### config.mk
export PLATFORM = sky130hd
export DESIGN_NAME = mux101_scan_collector_flat
export DESIGN_NICKNAME = d
export VERILOG_FILES = /design/src/rtl/mux101_scan_collector_pkg.sv /design/src/rtl/mux101_scan_collector_if.sv /design/src/rtl/mux101_scan_divider.sv /design/src/rtl/mux101_scan_collector.sv /design/src/flat_wrapper.sv
export SDC_FILE = /design/constraint.sdc
export NUM_CORES = 1
export LEC_CHECK = 0
export BUFFER_PORTS_ARGS = -buffer_cell sky130_fd_sc_hd__buf_2
export CORE_ASPECT_RATIO = 0.8
export CORE_MARGIN = 2
export CORE_UTILIZATION = 30
export CTS_CLUSTER_DIAMETER = 200
export DETAILED_ROUTE_END_ITERATION = 8
export HOLD_SLACK_MARGIN = 0.08
export PLACE_DENSITY = 0.59
export SYNTH_ARGS = -nofsm -noshare
export SYNTH_HDL_FRONTEND = slang
export SYNTH_SLANG_ARGS = --single-unit
### constraint.sdc
create_clock -name CC_SCAN_CLOCK_50 -period 3.75 [get_ports CC_SCAN_CLOCK_50]
set_clock_uncertainty 0.1 [all_clocks]
set_input_delay 0 -clock CC_SCAN_CLOCK_50 [delete_from_list [all_inputs] [get_ports CC_SCAN_CLOCK_50]]
set_output_delay 0 -clock CC_SCAN_CLOCK_50 [all_outputs]
set_load 0.01 [all_outputs]
### src/rtl/mux101_scan_collector_pkg.sv
// Shared definitions for the mux101 scan collector: state encoding and default geometry.
package mux101_scan_collector_pkg;

  localparam int unsigned SCAN_SELECTWIDTH_DEF = 4;
  localparam int unsigned SCAN_CHANNELS_DEF    = 10;
  localparam int unsigned SCAN_DIVWIDTH_DEF    = 16;

  typedef enum logic [1:0] {
    ST_IDLE   = 2'd0,
    ST_SETTLE = 2'd1,
    ST_SAMPLE = 2'd2,
    ST_HOLD   = 2'd3
  } scan_state_t;

endpackage

### src/rtl/mux101_scan_collector_if.sv
// Mux-facing and downstream-facing signals of the scan collector.
// master = collector side, slave = mux/downstream side.
interface mux101_scan_collector_if
  import mux101_scan_collector_pkg::*;
#(
  parameter int unsigned SCAN_SELECTWIDTH = SCAN_SELECTWIDTH_DEF,
  parameter int unsigned SCAN_CHANNELS    = SCAN_CHANNELS_DEF
) ();

  logic [SCAN_SELECTWIDTH-1:0] CC_SCAN_select_OutBUS;
  logic                        CC_SCAN_z_In;
  logic [SCAN_CHANNELS-1:0]    CC_SCAN_word_OutBUS;
  logic                        CC_SCAN_valid_Out;
  logic                        CC_SCAN_ready_In;
  logic                        CC_SCAN_busy_Out;

  modport master (
    output CC_SCAN_select_OutBUS,
    output CC_SCAN_word_OutBUS,
    output CC_SCAN_valid_Out,
    output CC_SCAN_busy_Out,
    input  CC_SCAN_z_In,
    input  CC_SCAN_ready_In
  );

  modport slave (
    input  CC_SCAN_select_OutBUS,
    input  CC_SCAN_word_OutBUS,
    input  CC_SCAN_valid_Out,
    input  CC_SCAN_busy_Out,
    output CC_SCAN_z_In,
    output CC_SCAN_ready_In
  );

endinterface

### src/rtl/mux101_scan_divider.sv
// Loadable down-counter pacing the settle interval; zero_o flags the end of an interval.
module mux101_scan_divider
  import mux101_scan_collector_pkg::*;
#(
  parameter int unsigned SCAN_DIVWIDTH = SCAN_DIVWIDTH_DEF
) (
  input  logic                     clk_i,
  input  logic                     rst_ni,
  input  logic                     load_i,
  input  logic [SCAN_DIVWIDTH-1:0] load_val_i,
  input  logic                     dec_i,
  output logic                     zero_o
);

  logic [SCAN_DIVWIDTH-1:0] count_q;

  // Load has priority over decrement.
  always_ff @(posedge clk_i or negedge rst_ni) begin
    if (!rst_ni) begin
      count_q <= '0;
    end else if (load_i) begin
      count_q <= load_val_i;
    end else if (dec_i && (count_q != '0)) begin
      count_q <= count_q - SCAN_DIVWIDTH'(1);
    end
  end

  assign zero_o = (count_q == '0);

endmodule

### src/rtl/mux101_scan_collector.sv
// Steps the 10:1 mux select through every channel, samples the mux output after
// each settle interval and presents the packed word with a valid/ready handshake.
module mux101_scan_collector
  import mux101_scan_collector_pkg::*;
#(
  parameter int unsigned SCAN_SELECTWIDTH = SCAN_SELECTWIDTH_DEF,
  parameter int unsigned SCAN_CHANNELS    = SCAN_CHANNELS_DEF,
  parameter int unsigned SCAN_DIVWIDTH    = SCAN_DIVWIDTH_DEF
) (
  input  logic                     CC_SCAN_CLOCK_50,
  input  logic                     CC_SCAN_RESET_InLow,
  input  logic                     CC_SCAN_start_In,
  input  logic                     CC_SCAN_continuous_In,
  input  logic [SCAN_DIVWIDTH-1:0] CC_SCAN_divider_InBUS,
  mux101_scan_collector_if.master  bus
);

  scan_state_t                 state_q;
  logic [SCAN_SELECTWIDTH-1:0] sel_q;
  logic [SCAN_CHANNELS-1:0]    shadow_q;
  logic [SCAN_CHANNELS-1:0]    word_q;
  logic                        valid_q;
  logic                        busy_q;
  logic [SCAN_DIVWIDTH-1:0]    div_lat_q;

  logic [SCAN_DIVWIDTH-1:0]    div_eff;
  logic [SCAN_DIVWIDTH-1:0]    cnt_load_val;
  logic [SCAN_CHANNELS-1:0]    shadow_merged;
  logic                        cnt_load;
  logic                        cnt_dec;
  logic                        cnt_zero;
  logic                        last_ch;
  logic                        accept;
  logic                        scan_start;

  // Control decode: scan start (from IDLE or continuous restart), counter load/decrement, sample merge.
  always_comb begin
    div_eff       = (CC_SCAN_divider_InBUS == '0) ? SCAN_DIVWIDTH'(1) : CC_SCAN_divider_InBUS;
    last_ch       = (sel_q == SCAN_SELECTWIDTH'(SCAN_CHANNELS - 1));
    accept        = (state_q == ST_HOLD) && valid_q && bus.CC_SCAN_ready_In;
    scan_start    = ((state_q == ST_IDLE) && CC_SCAN_start_In) ||
                    (accept && CC_SCAN_continuous_In);
    cnt_load      = scan_start || ((state_q == ST_SAMPLE) && !last_ch);
    cnt_load_val  = scan_start ? (div_eff - SCAN_DIVWIDTH'(1))
                               : (div_lat_q - SCAN_DIVWIDTH'(1));
    cnt_dec       = (state_q == ST_SETTLE) && !cnt_zero;
    shadow_merged = shadow_q;
    shadow_merged[sel_q] = bus.CC_SCAN_z_In;
  end

  mux101_scan_divider #(
    .SCAN_DIVWIDTH (SCAN_DIVWIDTH)
  ) u_divider (
    .clk_i      (CC_SCAN_CLOCK_50),
    .rst_ni     (CC_SCAN_RESET_InLow),
    .load_i     (cnt_load),
    .load_val_i (cnt_load_val),
    .dec_i      (cnt_dec),
    .zero_o     (cnt_zero)
  );

  // Scan sequencer with registered select, word, valid and busy.
  // The divider is relatched on every scan start so mid-scan changes only affect the next scan.
  always_ff @(posedge CC_SCAN_CLOCK_50 or negedge CC_SCAN_RESET_InLow) begin
    if (!CC_SCAN_RESET_InLow) begin
      state_q   <= ST_IDLE;
      sel_q     <= '0;
      shadow_q  <= '0;
      word_q    <= '0;
      valid_q   <= 1'b0;
      busy_q    <= 1'b0;
      div_lat_q <= '0;
    end else begin
      case (state_q)
        ST_IDLE: begin
          if (CC_SCAN_start_In) begin
            sel_q     <= '0;
            shadow_q  <= '0;
            div_lat_q <= div_eff;
            busy_q    <= 1'b1;
            state_q   <= ST_SETTLE;
          end
        end
        ST_SETTLE: begin
          if (cnt_zero) begin
            state_q <= ST_SAMPLE;
          end
        end
        ST_SAMPLE: begin
          shadow_q <= shadow_merged;
          if (last_ch) begin
            word_q  <= shadow_merged;
            valid_q <= 1'b1;
            busy_q  <= 1'b0;
            state_q <= ST_HOLD;
          end else begin
            sel_q   <= sel_q + SCAN_SELECTWIDTH'(1);
            state_q <= ST_SETTLE;
          end
        end
        ST_HOLD: begin
          if (accept) begin
            valid_q <= 1'b0;
            if (CC_SCAN_continuous_In) begin
              sel_q     <= '0;
              shadow_q  <= '0;
              div_lat_q <= div_eff;
              busy_q    <= 1'b1;
              state_q   <= ST_SETTLE;
            end else begin
              state_q <= ST_IDLE;
            end
          end
        end
        default: begin
          state_q <= ST_IDLE;
        end
      endcase
    end
  end

  assign bus.CC_SCAN_select_OutBUS = sel_q;
  assign bus.CC_SCAN_word_OutBUS   = word_q;
  assign bus.CC_SCAN_valid_Out     = valid_q;
  assign bus.CC_SCAN_busy_Out      = busy_q;

endmodule

### src/flat_wrapper.sv
// flat-port wrapper written by rule: the top's interface ports become plain ports
module mux101_scan_collector_flat import mux101_scan_collector_pkg::*;
#(
  parameter int unsigned SCAN_SELECTWIDTH = SCAN_SELECTWIDTH_DEF,
  parameter int unsigned SCAN_CHANNELS    = SCAN_CHANNELS_DEF,
  parameter int unsigned SCAN_DIVWIDTH    = SCAN_DIVWIDTH_DEF
)
  (CC_SCAN_CLOCK_50, CC_SCAN_RESET_InLow, CC_SCAN_start_In, CC_SCAN_continuous_In, CC_SCAN_divider_InBUS, bus_CC_SCAN_select_OutBUS, bus_CC_SCAN_word_OutBUS, bus_CC_SCAN_valid_Out, bus_CC_SCAN_busy_Out, bus_CC_SCAN_z_In, bus_CC_SCAN_ready_In);
  mux101_scan_collector_if #(.SCAN_SELECTWIDTH(SCAN_SELECTWIDTH), .SCAN_CHANNELS(SCAN_CHANNELS)) bus_i ();
  input  logic CC_SCAN_CLOCK_50;
  input  logic CC_SCAN_RESET_InLow;
  input  logic CC_SCAN_start_In;
  input  logic CC_SCAN_continuous_In;
  input  logic [SCAN_DIVWIDTH-1:0] CC_SCAN_divider_InBUS;
  output wire logic [$bits(bus_i.CC_SCAN_select_OutBUS)-1:0] bus_CC_SCAN_select_OutBUS;
  output wire logic [$bits(bus_i.CC_SCAN_word_OutBUS)-1:0] bus_CC_SCAN_word_OutBUS;
  output wire logic [$bits(bus_i.CC_SCAN_valid_Out)-1:0] bus_CC_SCAN_valid_Out;
  output wire logic [$bits(bus_i.CC_SCAN_busy_Out)-1:0] bus_CC_SCAN_busy_Out;
  input wire logic [$bits(bus_i.CC_SCAN_z_In)-1:0] bus_CC_SCAN_z_In;
  input wire logic [$bits(bus_i.CC_SCAN_ready_In)-1:0] bus_CC_SCAN_ready_In;
  assign bus_CC_SCAN_select_OutBUS = bus_i.CC_SCAN_select_OutBUS;
  assign bus_CC_SCAN_word_OutBUS = bus_i.CC_SCAN_word_OutBUS;
  assign bus_CC_SCAN_valid_Out = bus_i.CC_SCAN_valid_Out;
  assign bus_CC_SCAN_busy_Out = bus_i.CC_SCAN_busy_Out;
  assign bus_i.CC_SCAN_z_In = bus_CC_SCAN_z_In;
  assign bus_i.CC_SCAN_ready_In = bus_CC_SCAN_ready_In;
  mux101_scan_collector #(.SCAN_SELECTWIDTH(SCAN_SELECTWIDTH), .SCAN_CHANNELS(SCAN_CHANNELS), .SCAN_DIVWIDTH(SCAN_DIVWIDTH)) u_core (.CC_SCAN_CLOCK_50(CC_SCAN_CLOCK_50), .CC_SCAN_RESET_InLow(CC_SCAN_RESET_InLow), .CC_SCAN_start_In(CC_SCAN_start_In), .CC_SCAN_continuous_In(CC_SCAN_continuous_In), .CC_SCAN_divider_InBUS(CC_SCAN_divider_InBUS), .bus(bus_i));
endmodule
; Yosys cells after proc, flatten, opt, wreduce, memory -nomap -nowiden
; Cells that the tools add are included.
; W data, S select, Z words.
[word_totals]
in_bits = 22
regBits = 60
wordCells = 85
[op_classes]
magnitude_cmp = 2
mux = 34
reduce_logical = 27
addsub = 4
eq_ne = 10
[op_table]
columns = operator, count
row1 = $mux W16, 7
row2 = $sub A16 B1 Y16 const B, 3
row3 = $logic_not A16 Y1, 2
row4 = $pmux W16 S2, 1
row5 = $mux W10, 3
row6 = $pmux W10 S3, 1
row7 = $mux W4, 4
row8 = $reduce_bool A16 Y1, 1
row9 = $pmux W4 S3, 1
row10 = $bwmux W10, 1
row11 = $reduce_and A5 Y1, 2
row12 = $logic_and A1 B1 Y1, 8
row13 = $mux W1, 8
row14 = $mux W2, 4
row15 = $pmux W2 S4, 1
row16 = $reduce_and A4 Y1, 2
row17 = $ne A2 B1 Y1 const B, 3
row18 = $ne A2 B2 Y1 const B, 3
row19 = $reduce_and A3 Y1, 2
row20 = $reduce_bool A2 Y1, 3
row21 = $lt A4 B5 Y1 const B, 1
row22 = $add A4 B1 Y4 const B, 1
row23 = $demux W1 S4, 1
row24 = $eq A2 B2 Y1 const B, 2
row25 = 10 further kinds, 12

; Logic depth before layout (Yosys ltp)
[logic_depth]
depth_word = 7
mapped_depth = 13

; By module
; From an unflattened synthesis, not the netlist that was laid out.
[hier_totals]
hier_cells = 419
area_unflattened_um2 = 3527.1
[by_module_without_submodules]
columns = mod, cells_per_inst, area_per_inst_um2, n_inst
row1 = mux101_scan_collector, 295, 2463.6, 1
row2 = mux101_scan_divider, 124, 1063.5, 1

; Worst setup path before layout
; OpenSTA, ideal clock, no wires.
[synth_timing]
kind = reg-to-reg
start = register u_core.sel_q[1], in the netlist u_core.bus.CC_SCAN_select_OutBUS[1]
end = register u_core.u_divider.count_q[12]
path_slack_ps = 1076
path_stages_with_launch = 13
arrival_ps = 2442
setup_time_ps = 132
cell_sequence = dfrtp_1 inv_1 ha_1 and3b_1 buf_6 o221a_4 a221oi_4 ha_1 o2111ai_1 nor2_1 nand4_1 xnor2_1 o21ai_1
[synth_between]
elab_chain_len = 5
word_cells_on_any_way = 6
classes_between = 1 x eq/ne / 1 x mux / 4 x reduce/logical
[synth_rtl]
columns = element, line
row1 = start: declaration, mux101_scan_collector.sv:19  ; logic [SCAN_SELECTWIDTH-1:0] sel_q;
row2 = start signal: assignment, mux101_scan_collector.sv:97  ; sel_q <= sel_q + SCAN_SELECTWIDTH'(1);
row3 = $eq A4 B4 Y1 (*), mux101_scan_collector.sv:39  ; last_ch = (sel_q == SCAN_SELECTWIDTH'(SCAN_CHANNELS - 1));
row4 = $logic_not A1 Y1 (*), mux101_scan_collector.sv:43  ; cnt_load = scan_start || ((state_q == ST_SAMPLE) && !last_ch);
row5 = $logic_and A1 B1 Y1 (*), mux101_scan_collector.sv:43
row6 = $logic_or A1 B1 Y1 (*), mux101_scan_collector.sv:43
row7 = $mux W16 or $reduce_bool A2 Y1 (tied branches), --
row8 = end signal: assignment, mux101_scan_divider.sv:22  ; count_q <= load_val_i;
row9 = end signal: assignment, mux101_scan_divider.sv:24  ; count_q <= count_q - SCAN_DIVWIDTH'(1);
row10 = end: declaration, mux101_scan_divider.sv:15  ; logic [SCAN_DIVWIDTH-1:0] count_q;
; Every way passes the cells marked *; elsewhere a longest branch is shown, timed or not.
; A chain may end at the register's enable or synchronous reset.

; Worst setup path in the final report
[layout_timing]
start = register u_core.state_q[1]
end = register u_core.u_divider.count_q[15]
[layout_between]
elab_chain_len = 7
word_cells_on_any_way = 16
classes_between = 3 x eq/ne / 2 x mux / 11 x reduce/logical
[layout_rtl]
columns = element, line
row1 = start: declaration, mux101_scan_collector.sv:18  ; scan_state_t state_q;
row2 = start signal: assignment, mux101_scan_collector.sv:66  ; state_q <= ST_IDLE;
row3 = start signal: assignment, mux101_scan_collector.sv:81  ; state_q <= ST_SETTLE;
row4 = start signal: assignment, mux101_scan_collector.sv:86  ; state_q <= ST_SAMPLE;
row5 = $eq A2 B2 Y1, mux101_scan_collector.sv:40  ; accept = (state_q == ST_HOLD) && valid_q && bus.CC_SCAN_ready_In;
row6 = $logic_and A1 B1 Y1 (2 in series), mux101_scan_collector.sv:40
row7 = $logic_and A1 B1 Y1, mux101_scan_collector.sv:42  ; (accept && CC_SCAN_continuous_In);
row8 = $logic_or A1 B1 Y1, mux101_scan_collector.sv:41  ; scan_start = ((state_q == ST_IDLE) && CC_SCAN_start_In) ||
row9 = $mux W16 or $logic_or A1 B1 Y1 (tied branches), "mux101_scan_collector.sv:44, mux101_scan_collector.sv:43"
row10 = $mux W16 or $reduce_bool A2 Y1 (tied branches), --
; Parallel ways exist; a longest one is shown, timed or not.

==> metrics.cfg <==
[power]
power_switching_mw = 1.33
leakage_nw = 1.86
intPower_mw = 1.93
vdd.ir_drop.worst_uv = 325
p_seq_share_pct = 32.7
power.combinational.fraction_pct = 43.7
swShare_pct = 40.8
powerDensity_nw_per_um2 = 822
p_clk_share_pct = 23.6

[timing]
whs_ns = 0.141
final.min_clock_period_ns = 3.14
max_slew.worst_pin.slew_ns = 0.726
setup_tns_ns = 0
final_slew_viol_count = 0
setup_viol_count_final = 0
rsz0062_at_grt = no
max_freq_mhz = 318
final_min_period_over_clock_period_pct = 83.8
finalHoldViolCount = 0
postLayoutSetupSlackWorst_ns = 0.606
slew_headroom_pct = 51.5

[floorplan]
num_rows = 33
io_pins = 38
die_width_um = 119
core_region_area_um2 = 10300
fp.dieArea_um2 = 11500
floorplan.die.height_um = 96.2
initial_utilization_pct = 30.9

[routing]
drtPass1Iterations = 4
route.detailed.wl_per_inst_um = 14.8
post_drt_via_cell_ratio = 4.96
ant_nets = 0
routed_wirelength_um = 8220
total_via_count_in_the_routed_design = 2757
drt_iter0_markers = 193
post-route-drc-count = 0

[final_layout]
final_net_count = 441
syn_to_final_growth_pct = 24.5
layout_commonest_cell = sky130_fd_sc_hd__nand2_1
layout.cells.most_common_list = sky130_fd_sc_hd__nand2_1, sky130_fd_sc_hd__dfrtp_1, sky130_fd_sc_hd__o21ai_0
post_route_cells_drive_above_1_share_pct = 16.6
final.fill_count = 1051
finalInstanceArea_um2 = 3970
diodes = 0

[grt]
grt_pass1_vias = 2687
gr-usage-all-layers_pct = 15.6
first_pass_grt_wire_length_um = 13700
gr-total-overflow = 0
antenna_violations_before_repair = 0
grt_start_max_net_pins = 32

[clock_network]
cts.path.max_buffers = 2
postCtsHoldBufs = 19
cts-buffers-inserted = 9
path_clk_slew_ns = 0.05
cts_root_buffer = sky130_fd_sc_hd__clkbuf_16
tritoncts_clock_tree = yes
numClockSinks = 59
post_cts_resized = 0
clock_insertion_delay_worst_skew_ns = 0.33
htreeDepth = 3
cts_setup_buffers = 0

[placement]
count_of_port_buffers_added_during_placement = 37
hpwl_after_detailed_placement_um = 5850
dpl_cell_area_um2 = 3510
routability_cong = 0.885
dp_worst_setup_slack_ns = 0.633

[setup_path]
critical_path.startpoint = u_core.state_q[1]$_DFFE_PN0P_
worst-r2r-cell-count = 8
path_class = reg2reg
worst_ep_arrival_time_ns = 3.25
endpoint_kind = register
path_max_fanout = 11
critical_path.reg2reg.startpoint = u_core.state_q[1]$_DFFE_PN0P_
setup.reg_to_reg.worst_slack_ns = 0.61
cp-start-kind = register
crit_required_ns = 3.86
end_of_the_worst_register_to_register_path = u_core.u_divider.count_q[15]$_DFFE_PN0P_

[yosys]
synthesis.yosys.warnings = 0
post_synth_arst_share_pct = 100
synth.top_cell.area_share_pct = 46.3
flip_flop_and_latch_count_after_synthesis = 59
syn_nets = 387
yosys_most_used_dff = sky130_fd_sc_hd__dfrtp_1
seq_area_frac_synth_pct = 46.3
syn_area_um2 = 3190
synth_area_leaders = sky130_fd_sc_hd__dfrtp_1, sky130_fd_sc_hd__nand2_1, sky130_fd_sc_hd__o21ai_0
synth.largest_area_cell = sky130_fd_sc_hd__dfrtp_1
per_instance_average_area_after_synthesis_um2 = 8.86
synth_cell_types = 45
synth_enable_flop_cells = 0
syn_inst = 360

[hold_path]
worstHoldPathType = in2async

[status]
run_status = finished clean

[run]
max_cap_viol_count = 0

registers in the layout, summed over array words and instances, names as in the netlist:
name / count
u_core.u_divider.count_q: 16
u_core.div_lat_q: 16
u_core.bus.CC_SCAN_word_OutBUS: 10
u_core.bus.CC_SCAN_busy_Out: 1
u_core.bus.CC_SCAN_select_OutBUS: 4
u_core.bus.CC_SCAN_valid_Out: 1
u_core.shadow_q: 9
u_core.state_q: 2
cell type report:
| type | instances | area [µm²] | area share [%] |
|---|---|---|---|
| clock inverters | 4 | 45.0 | 1.13 |
| repair buffers | 61 | 413 | 10.4 |
| inverters | 3 | 11.3 | 0.284 |
| well taps | 140 | 175 | 4.41 |
| multi-input cells | 280 | 1630 | 40.9 |
| clock buffers | 9 | 225 | 5.67 |
| flip-flops and latches | 59 | 1480 | 37.2 |
worst max-delay path, cell delays in order (launching register included):
cell,delay [ns]
sky130_fd_sc_hd__dfrtp_1,0.48
sky130_fd_sc_hd__nor2b_1,0.64
sky130_fd_sc_hd__nand2_2,0.38
sky130_fd_sc_hd__a211oi_1,0.43
sky130_fd_sc_hd__o211ai_1,0.17
sky130_fd_sc_hd__nor3b_4,0.39
sky130_fd_sc_hd__nand4b_1,0.18
sky130_fd_sc_hd__xnor2_1,0.19
sky130_fd_sc_hd__o21ai_1,0.07
power by group through the flow:
stage | Clock, mW | Combinational [mW] | Sequential (mW)
2_1_floorplan | 0 | 1.09 | 1.02
4_1_cts | 0.792 | 1.43 | 1.06
3_3_place_gp | 0 | 1.40 | 1.06
5_1_grt | 0.825 | 1.62 | 1.09
3_5_place_dp | 0 | 1.42 | 1.07
6_report | 0.770 | 1.43 | 1.07
per-layer routing:
| metal | GRT usage (%) | wire length (µm) | share of wire (%) |
|---|---|---|---|
| met1 | 21.7 | 4260 | 52 |
| met5 | 0 | 0 | 0 |
| met4 | 7.25 | 180 | 2.2 |
| met3 | 4.21 | 424 | 5.2 |
| met2 | 22.8 | 3350 | 41 |
worst max path at each step:
stage | slack [ns] | cells after the start | endpoint
2_1_floorplan | 1.08 | 12 | u_core.u_divider.count_q[12]$_DFFE_PN0P_
3_3_place_gp | 0.71 | 8 | u_core.u_divider.count_q[12]$_DFFE_PN0P_
3_5_place_dp | 0.63 | 8 | u_core.u_divider.count_q[11]$_DFFE_PN0P_
4_1_cts | 0.62 | 8 | u_core.u_divider.count_q[11]$_DFFE_PN0P_
5_1_grt | 0.23 | 8 | u_core.u_divider.count_q[15]$_DFFE_PN0P_
6_report | 0.61 | 8 | u_core.u_divider.count_q[15]$_DFFE_PN0P_
Yosys cell counts, types with 3 or more instances:
cell type,count
sky130_fd_sc_hd__o21ai_1,15
sky130_fd_sc_hd__nand2_1,104
sky130_fd_sc_hd__dfrtp_1,59
sky130_fd_sc_hd__inv_1,3
sky130_fd_sc_hd__nor4_1,7
sky130_fd_sc_hd__mux2i_1,15
sky130_fd_sc_hd__and3_1,4
sky130_fd_sc_hd__clkbuf_1,11
sky130_fd_sc_hd__xor2_1,10
sky130_fd_sc_hd__xnor2_1,6
sky130_fd_sc_hd__ha_1,5
sky130_fd_sc_hd__nand3_1,11
sky130_fd_sc_hd__o21ai_0,39
sky130_fd_sc_hd__nor3_1,6
sky130_fd_sc_hd__buf_2,6
sky130_fd_sc_hd__nor2_1,9
sky130_fd_sc_hd__a21oi_1,12
metrics by stage:
stage / utilization [%] / power (mW) / instances
3_3_place_gp: 34.0 / 2.46 / 524
3_5_place_dp: 34.0 / 2.48 / 524
2_1_floorplan: - / 2.11 / 360
5_1_grt: 38.5 / 3.54 / 556
6_report: 38.5 / 3.26 / 556
4_1_cts: 38.5 / 3.28 / 556
logic make-up after synthesis:
group	Yosys count	synth area share (%)
AOI/OAI and AO/OA	84	16.3
adders and majority gates	5	1.96
buffers and inverters	21	2.94
xor gates and xnor gates	16	4.39
muxes	17	5.41
and+or+nand+nor	158	22.7
DFF	59	46.3
Note: power is estimated with default switching activity, not from simulation.
